<file path="config.mk">
export PLATFORM = sky130hd
export DESIGN_NAME = fetch_unit
export DESIGN_NICKNAME = d
export VERILOG_FILES = /design/src/rtl/fetch_unit.sv
export SDC_FILE = /design/constraint.sdc
export NUM_CORES = 1
export LEC_CHECK = 0
export ABC_AREA = 1
export CAP_MARGIN = 20
export CORE_MARGIN = 5
export CORE_UTILIZATION = 40
export CTS_CLUSTER_DIAMETER = 150
export CTS_CLUSTER_SIZE = 14
export DETAILED_ROUTE_END_ITERATION = 8
export PLACE_DENSITY = 0.6
export SLEW_MARGIN = 5
export SYNTH_ARGS = -nofsm -noshare
export SYNTH_HDL_FRONTEND = slang
export SYNTH_SLANG_ARGS = --single-unit
</file>
<file path="constraint.sdc">
create_clock -name clk -period 2.6 [get_ports clk]
set_input_delay 0.52 -clock clk [delete_from_list [all_inputs] [get_ports clk]]
set_output_delay 0.52 -clock clk [all_outputs]
set_load 0.01 [all_outputs]
</file>
<file path="src/rtl/fetch_unit.sv">
// fetch_unit: instruction fetch stage with a local instruction memory.
// Software fills the memory while the unit is IDLE, then raises run. The unit
// streams words to decode over a valid/ready handshake. It follows redirects
// and stops in HALT once an opcode 6'h3F word is accepted.
module fetch_unit #(
  parameter int DEPTH    = 16,
  parameter int AW       = 4,
  parameter int RESET_PC = 0
) (
  input  logic          clk,
  input  logic          reset,
  input  logic          load_en,
  input  logic [AW-1:0] load_addr,
  input  logic [31:0]   load_data,
  input  logic          run,
  input  logic          redirect_valid,
  input  logic [AW-1:0] redirect_pc,
  input  logic          out_ready,
  output logic          out_valid,
  output logic [31:0]   instruction,
  output logic [AW-1:0] out_pc,
  output logic          halted
);

  typedef enum logic [1:0] {
    ST_IDLE = 2'd0,
    ST_RUN  = 2'd1,
    ST_HALT = 2'd2
  } state_t;

  localparam logic [5:0] HALT_OPCODE = 6'h3F;

  state_t          state_r;
  state_t          state_next_s;
  logic [AW-1:0]   pc_r;
  logic [AW-1:0]   pc_next_s;
  logic            out_valid_r;
  logic            valid_next_s;
  logic [31:0]     instruction_r;
  logic [31:0]     instr_next_s;
  logic [AW-1:0]   out_pc_r;
  logic [AW-1:0]   out_pc_next_s;
  logic            halted_r;
  // Set for the first RUN cycle after start-up: the memory read slot before the first fetch.
  logic            startup_r;
  logic            startup_next_s;
  logic [31:0]     mem_r [0:DEPTH-1];

  logic            in_run_s;
  logic            handshake_s;
  logic            is_halt_word_s;
  logic            halt_take_s;
  logic            fetch_s;
  logic            load_write_s;

  // Decode handshake, HALT acceptance, fetch permission and memory write enable.
  always_comb begin
    in_run_s       = (state_r == ST_RUN);
    handshake_s    = out_valid_r & out_ready;
    is_halt_word_s = (instruction_r[31:26] == HALT_OPCODE);
    // A redirect squashes a presented HALT word, so HALT is taken only without a redirect.
    halt_take_s    = in_run_s & ~redirect_valid & handshake_s & is_halt_word_s;
    fetch_s        = in_run_s & run & ~redirect_valid & ~startup_r & ~halt_take_s
                     & (~out_valid_r | handshake_s);
    load_write_s   = (state_r == ST_IDLE) & load_en;
  end

  // Next-state logic for the IDLE / RUN / HALT controller.
  always_comb begin
    state_next_s = state_r;
    case (state_r)
      ST_IDLE: begin
        if (run) begin
          state_next_s = ST_RUN;
        end else begin
          state_next_s = ST_IDLE;
        end
      end
      ST_RUN: begin
        if (halt_take_s) begin
          state_next_s = ST_HALT;
        end else if (!run && !valid_next_s) begin
          // Stop only after the last presented word has left the output register.
          state_next_s = ST_IDLE;
        end else begin
          state_next_s = ST_RUN;
        end
      end
      ST_HALT: begin
        state_next_s = ST_HALT;
      end
      default: begin
        state_next_s = ST_IDLE;
      end
    endcase
  end

  // Output and pc update: redirect has priority, then HALT acceptance, fetch, drain, then hold.
  always_comb begin
    pc_next_s      = pc_r;
    valid_next_s   = out_valid_r;
    instr_next_s   = instruction_r;
    out_pc_next_s  = out_pc_r;
    startup_next_s = 1'b0;
    case (state_r)
      ST_IDLE: begin
        if (run) begin
          startup_next_s = 1'b1;
        end else begin
          startup_next_s = 1'b0;
        end
      end
      ST_RUN: begin
        startup_next_s = 1'b0;
        if (redirect_valid) begin
          pc_next_s    = redirect_pc;
          valid_next_s = 1'b0;
        end else if (halt_take_s) begin
          valid_next_s = 1'b0;
        end else if (fetch_s) begin
          instr_next_s  = mem_r[pc_r];
          out_pc_next_s = pc_r;
          valid_next_s  = 1'b1;
          // DEPTH is a power of two, so the natural AW-bit wrap goes from DEPTH-1 to 0.
          pc_next_s     = pc_r + {{(AW-1){1'b0}}, 1'b1};
        end else if (handshake_s) begin
          valid_next_s = 1'b0;
        end else begin
          // Stalled or idle-in-RUN: everything holds.
          valid_next_s = out_valid_r;
        end
      end
      ST_HALT: begin
        startup_next_s = 1'b0;
      end
      default: begin
        startup_next_s = 1'b0;
      end
    endcase
  end

  // Controller state register; halted is registered alongside it.
  always_ff @(posedge clk or posedge reset) begin
    if (reset) begin
      state_r   <= ST_IDLE;
      halted_r  <= 1'b0;
      startup_r <= 1'b0;
    end else begin
      state_r   <= state_next_s;
      halted_r  <= (state_next_s == ST_HALT);
      startup_r <= startup_next_s;
    end
  end

  // Program counter and presented-instruction registers.
  always_ff @(posedge clk or posedge reset) begin
    if (reset) begin
      pc_r          <= AW'(RESET_PC);
      out_valid_r   <= 1'b0;
      instruction_r <= 32'h0000_0000;
      out_pc_r      <= {AW{1'b0}};
    end else begin
      pc_r          <= pc_next_s;
      out_valid_r   <= valid_next_s;
      instruction_r <= instr_next_s;
      out_pc_r      <= out_pc_next_s;
    end
  end

  // Instruction memory write port; it has no reset so that a program survives a reset.
  always_ff @(posedge clk) begin
    if (load_write_s) begin
      mem_r[load_addr] <= load_data;
    end
  end

  assign out_valid   = out_valid_r;
  assign instruction = instruction_r;
  assign out_pc      = out_pc_r;
  assign halted      = halted_r;

endmodule

</file>
# [Word-level counts from Yosys, hierarchy flattened]
# Memory sizes are Yosys's and may differ from the RTL's. A register that Yosys moved wholly into a read port is not among the register bits.
# Index checks and enable logic that the tools add are counted.
[word_totals] ff_bits=13 mem_count=1 word_cells=51 latchBits=0 romBits=0 mem_bits_rw=512 inputBits=46 out_inout_bits=38
[op_classes] n_reduce_logical=7 shift=0 bitwise=15 n_mul=0 mux=16 addsub=1 div_mod_pow=0 eq_ne=5 n_lt_le_gt_ge=0
[mem_list] name="mem_r" depth=16 width=32 read_ports=1 rd_clocked_by_memory_dff=1 write_ports=1 line="47" source="logic [31:0] mem_r [0:DEPTH-1];"
[ops] cell="4-bit two-way mux" n=3
[ops] cell="1-bit two-way mux" n=11
[ops] cell="1-bit bitwise AND" n=10
[ops] cell="6-bit == test, second input constant" n=1
[ops] cell="2-bit case mux with 3 select lines" n=1
[ops] cell="4-bit by 1-bit adder with 4-bit output, second input constant" n=1
[ops] cell="2-bit == test, second input constant" n=2
[ops] cell="1-bit inverter" n=4
[ops] cell="4-bit AND reduction" n=1
[ops] cell="3-bit AND reduction" n=1
[ops] cell="2-bit by 1-bit == test with 1-bit output, second input constant" n=1
[ops] cell="1-bit zero test" n=2
[ops] cell="2-bit zero test" n=1
[ops] cell="2-bit two-way mux" n=1
[ops] cell="2-bit inequality test, second input constant" n=1
[ops] cell="2-bit nonzero test" n=1
[ops] cell="1-bit logical AND" n=1
[ops] cell="1-bit bitwise OR" n=1

# [Logic depth before layout (Yosys ltp)]
# Gate-level depths: netlist of run 1.
[logic_depth] ltp_word=17 depth_mapped=12 mapped_depth_nobuf=9

# [Least setup slack after synthesis of run 1]
# Ideal clock, no wire load.
[synth_path] kind="input -> register" from="input load_en" to="memory mem_r[10][0], enable pin" setup_slack_ps=-234 path_buffers=0 arrival_time_ps=2413 cell_stages=3 setup_time_ps=421 path_cell_list="nor3b_1 > nand3_1 > nor2_1"
[synth_between] elab_chain_cells=3
[synth_rtl] element="start, declared" line="12" source="input logic load_en,"
[synth_rtl] element="1-bit bitwise AND" line="65" source="load_write_s = (state_r == ST_IDLE) & load_en;"
[synth_rtl] element="1-bit two-way mux" line="172" source="if (load_write_s) begin"
[synth_rtl] element="1-bit two-way mux (implied by the code)" line="173" source="mem_r[load_addr] <= load_data;"
[synth_rtl] element="end, declared" line="47"
# No other way between the ends.

# [Final worst setup path of run 1]
[layout_path] from="register instruction_r[27], in the netlist instruction[27], read port of mem_r" to="output instruction[27]"
[layout_rtl] element="start, declared" line="39" source="logic [31:0] instruction_r;"
[layout_rtl] element="end, declared" line="20" source="output logic [31:0] instruction,"
# No word-level cell between the ends.

==> flow_metrics.tcl, run 1 <==
set metrics [dict create \
    whs_ps 299.9 \
    num_vias 14270 \
    clock_latency_ps 580 \
    grt_overflow 0 \
    critical_path_buf_inv_count 1 \
    synthAdderAreaFrac 0.0005585 \
    cp-start-kind "flop" \
    fmax_ghz 0.4420 \
    crit_path_end_kind "output port" \
    groute.usage.overall 0.1847 \
    drt-initial-drc-count 1364 \
    fin_nets 2061 \
    wl_per_cell_um 20.13 \
    syn_area_per_cell_um2 11.64 \
    r2r-end "instruction[26]" \
    die_w_um 246.7 \
    wirelength_mm 56.23 \
    cts_tree "done" \
    async_flop_share 0.08079 \
    dp_hpwl_mm 33.14 \
    post-route-util 0.4723 \
    h-tree-depth 2 \
    synth_top_family_by_area "simple AND/OR/NAND/NOR gates" \
    clkTransAtPathRegs_ps 70 \
    drc 0 \
    skew_ps 12.45 \
    num_rows 86 \
    first_pass_iters 5 \
    core_um2 55310 \
    setup_viol 0 \
    gp_congestion 0.8413 \
    synth_top_area_frac 0.6863 \
    root_buffer "clkbuf_16" \
    crit_slowest_cell "clkdlybuf4s50_1" \
    final_cells 2793 \
    r2r_slack_ps 650 \
    synth-compound-area-share 0.02239 \
    setup-tns-final_ps 0 \
    viasPerCell 5.110 \
    synth_edf_count 512 \
    status "finished, final reports clean" \
    hp-class "primary input to async pin" \
    maxSlewViolCount 0 \
    io_buffer_count 83 \
    fillCellCount 4957 \
    slew_headroom 0.4700 \
    ys.flop_type "edfxtp_1" \
    syn_area_um2 22400 \
    cp.required_ps 2080 \
    synth_nets 1972 \
    dpl.cell_count 2715 \
    cts_buffer_depth 3 \
    area_delta_synth_final_pct 16.60 \
    grt_max_degree 118 \
    start_util 0.4051 \
    period_share 0.8701 \
    ys_ff_latch 557 \
    arrival_ps 1740 \
    numCtsBuffers 45 \
    yosys_warnings 0 \
    ant_nets 0 \
    critPathKind "flop to output port" \
    synthSimpleGateAreaFrac 0.2062 \
    timing.final.hold_violations 0 \
    die_h_um 246.7 \
    critical-path-max-stage-delay_ps 610 \
    regToRegStartpoint "pc_r[0]" \
    grt_pass1_vias 14040 \
    worst_pin_slew_ps 792.5 \
    cpLargestDelayFamily "buffers and inverters" \
    cts_setup_buffers 0 \
    synth.distinct_cells 27 \
    power_mw 24.95 \
    drive_gt1_frac 0.07248 \
    synthXorXnorAreaFrac 0 \
    ys_top_cells_by_area "edfxtp_1, nand2_1, nand3_1" \
    yosysMostFrequentCell "nand2_1" \
    cap_viol_max_count 0 \
    powerDensity_nw_per_um2 954.9 \
    syn-instance-count 1925 \
    postCtsResizedCells 0 \
    postCtsHoldBufs 0 \
    path_cells "clkdlybuf4s50_1" \
    synth_common_cells "nand2_1, edfxtp_1, nand3_1, nor2_1, buf_2" \
    synth_seq_area_share 0.7365 \
    grt_pass1_wl_mm 85.97 \
    dieArea_um2 60840 \
    io_pins 84 \
    rr_worst_depth 10 \
    cts_sinks 557 \
    muxShareOfSynthArea 0 \
    antenna_found_initial 4 \
    rsz0062_at_grt "false" \
    min_period_ps 2262 \
    synth_top_cell_by_area "edfxtp_1" \
    p_leak_nw 9.580 \
    ir_drop_mv 0.6545 \
    crit_fanout 3 \
]
## flip-flops by register name, summed over array words and instances (netlist names)
register,count
pc_r,4
mem_r,512
halted,1
startup_r,1
state_r,2
out_valid,1
out_pc,4
instruction,32
## where the power goes
part / internal, mW / total (mW) / switching [mW] / leakage (nW)
logic: 2.64 / 7.99 / 5.35 / 3.78
registers: 10.2 / 10.6 / 0.360 / 5.18
clock network: 3.34 / 6.36 / 3.02 / 0.618
## placed cells by master, fill, tap and decap left out, types with 3 or more instances in the layout
cell,count
a21oi_1,23
buf_12,45
buf_4,23
clkbuf_1,26
clkbuf_16,47
clkdlybuf4s50_1,83
dfrtp_1,42
diode_2,3
edfxtp_1,512
inv_1,54
nand2_1,703
nand3_1,284
nand4_1,3
nor2_1,61
nor2_4,19
nor3_1,32
o211ai_1,16
o21ai_0,48
## worst max-delay path by stage
stage,from,endpoint,slack (ps),cells past startpoint
after floorplan,load_en,mem_r[10][0],-230,3
after global placement,load_en,mem_r[3][24],180,6
after detailed placement,load_en,mem_r[3][24],210,6
after CTS,instruction[27],instruction[27],290,1
after global routing,instruction[27],instruction[27],290,1
final,instruction[27],instruction[27],340,1
## kinds of logic (layout without fill, tap and decap cells)
group / Yosys count / count (layout)
DFF: 557 / 557
buffers and inverters: 167 / 284
adders and majority gates: 1 / 1
AOI/OAI and AO/OA: 91 / 91
and+or+nand+nor: 1109 / 1109
other: 0 / 3
## area by class of cell
cell class,instances,area [µm²],share of cell area
antenna,3,7.507,0.0002874
tap,748,935.9,0.03583
sequential,557,16510,0.6320
inverter,58,225.2,0.008621
timing repair buffer,151,1904,0.07290
clock inverter,2,13.76,0.0005268
multi-input combinational,1201,5254,0.2011
clock buffer,73,1274,0.04876
## stage by stage
stage	worst slack [ps]	cell area [µm²]
final	337.8	26120
after CTS	289.6	26120
after global routing	293.3	26120
after floorplan	-234.1	22410
after detailed placement	212.4	24830
after global placement	182.0	24830
## routing by layer
metal | vias to the layer above | wire [µm] | global-route usage
li1 | 6806 | - | -
met1 | 6995 | 24500 | 0.2591
met2 | 401 | 26820 | 0.3029
met3 | 65 | 3767 | 0.03383
met4 | 4 | 1113 | 0.04283
met5 | - | 25 | 0
Note: power is estimated with default switching activity, not from simulation.
==> inputs of run 2 (changes only) <==
--- a/config.mk
+++ b/config.mk
@@ -9,6 +9,7 @@
 export CAP_MARGIN = 20
 export CORE_MARGIN = 5
 export CORE_UTILIZATION = 40
+export CTS_BUF_LIST = sky130_fd_sc_hd__clkbuf_4
 export CTS_CLUSTER_DIAMETER = 150
 export CTS_CLUSTER_SIZE = 14
 export DETAILED_ROUTE_END_ITERATION = 8
==> flow_metrics.tcl, run 2 (synthesized netlist as in run 1, its figures left out) <==
set metrics [dict create \
    status "finished, final reports clean" \
    cts_buffer_depth 3 \
    r2r_slack_ps 620 \
    area_delta_synth_final_pct 13.44 \
    viasPerCell 5.103 \
    largest_reg_flops 512 \
    dieArea_um2 60840 \
    dp_slack_ps 212.4 \
    path_cells "clkdlybuf4s50_1" \
    grt_use_met3 0.03102 \
    num_vias 14280 \
    groute.usage.overall 0.1844 \
    grt_max_degree 118 \
    fillCellCount 5025 \
    register_area_um2 16510 \
    drt-initial-drc-count 1322 \
    drc 0 \
    regToRegStartpoint "pc_r[0]" \
    grtUsageMet1 0.2613 \
    root_buffer "clkbuf_4" \
    numCtsBuffers 45 \
    timing.final.hold_violations 0 \
    ant_nets 0 \
    mostFrequentLayoutCell "nand2_1" \
    powerDensity_nw_per_um2 886.6 \
    num_rows 86 \
    crit_slowest_cell "clkdlybuf4s50_1" \
    crit_end "instruction[27]" \
    clock_latency_ps 820 \
    top_register "mem_r" \
    critical-path-max-stage-delay_ps 580 \
    cp.depth 1 \
    wl_per_cell_um 20.07 \
    worst_pin_slew_ps 775.2 \
    critPathLaunch "instruction[27]" \
    clkTransAtPathRegs_ps 160 \
    layout_common_cells "nand2_1, edfxtp_1, nand3_1" \
    drive_gt1_frac 0.08566 \
    p_leak_nw 9.308 \
    grt_overflow 0 \
    power_mw 22.53 \
    grt_pass1_vias 13970 \
    ir_drop_mv 0.6773 \
    slew_headroom 0.4816 \
    cp-start-kind "flop" \
    crit_fanout 3 \
    start_util 0.4051 \
    r2r-end "instruction[19]" \
    skew_ps 25.19 \
    antenna_found_initial 6 \
    setup_viol 0 \
    io_buffer_count 83 \
    critical_path_buf_inv_count 1 \
    multi_input_area_um2 5254 \
    dp_hpwl_mm 33.14 \
    grt_pass1_wl_mm 85.79 \
    min_period_ps 2414 \
    crit_path_end_kind "output port" \
    cts_sinks 557 \
    die_h_um 246.7 \
    cp.required_ps 2080 \
    maxSlewViolCount 0 \
    io_pins 84 \
    setup_slack_ps 185.6 \
    gp_congestion 0.8413 \
    wirelength_mm 56.17 \
    first_pass_iters 5 \
    cts_tree "done" \
    rr_worst_depth 10 \
    fin_nets 2062 \
    rsz0062_at_grt "false" \
    cpLargestDelayFamily "buffers and inverters" \
    critPathKind "flop to output port" \
    busiest_layer "met2" \
    period_share 0.9286 \
    die_w_um 246.7 \
    cap_viol_max_count 0 \
    use_met2 0.3015 \
    arrival_ps 1890 \
    hp-class "primary input to flop" \
    h-tree-depth 2 \
    core_um2 55310 \
    fmax_ghz 0.4142 \
]
run 2: cell count changes in the layout (fill, tap and decap cells not counted):
cell	change
diode_2	+4
dfrtp_1	-1
clkbuf_16	-47
inv_6	-1
dfrtp_2	+1
inv_2	+1
clkbuf_4	+73
clkbuf_1	-26
dlygate4sd3_1	+1
run 2: timing repair:
item | CTS | global route
buffers inserted | 0 | 0
resized for setup | 1 | 0
endpoints found under the setup margin | 1 | 0
endpoints found under the hold margin | 16 | 0
hold buffers | 1 | 0
run 2: through the flow:
step	util	TNS (ps)	hold slack [ps]	instance area, µm²	instances
finish	0.4595	0	332.6	25410	2798
global placement	0.4489	0	458.2	24830	2715
global route	0.4594	0	266.7	25410	2795
detailed placement	0.4489	0	466.5	24830	2715
CTS	0.4592	0	252.6	25400	2791
floorplan	-	-88870	444.7	22410	1925
run 2: layout make-up:
type                            count  area share
Sequential cell                   557      0.6497
Multi-Input combinational cell   1201      0.2067
Timing Repair Buffer              152     0.07533
Tap cell                          748     0.03683
Clock buffer                       73     0.02156
Inverter                           58    0.008862
Antenna cell                        7   0.0006892
Clock inverter                      2   0.0003446
run 2: worst min-delay path by stage:
stage	startpoint	endpoint	slack, ps	cells past startpoint
after floorplan	state_r[1]	startup_r	440	1
after global placement	out_pc[1]	out_pc[1]	460	2
after detailed placement	out_pc[1]	out_pc[1]	470	2
after CTS	run	startup_r	250	2
after global routing	run	startup_r	270	2
final	run	startup_r	330	2
run 2: metal layers:
metal,vias up,share of wire
li1,6827,-
met1,6982,0.44
met2,396,0.48
met3,69,0.061
met4,4,0.018
met5,-,0.00045
run 2: report_power, final:
part	internal, mW	total (mW)	switching [mW]
clock	1.26	3.94	2.68
sequential	10.2	10.6	0.361
combinational	2.64	8.00	5.36
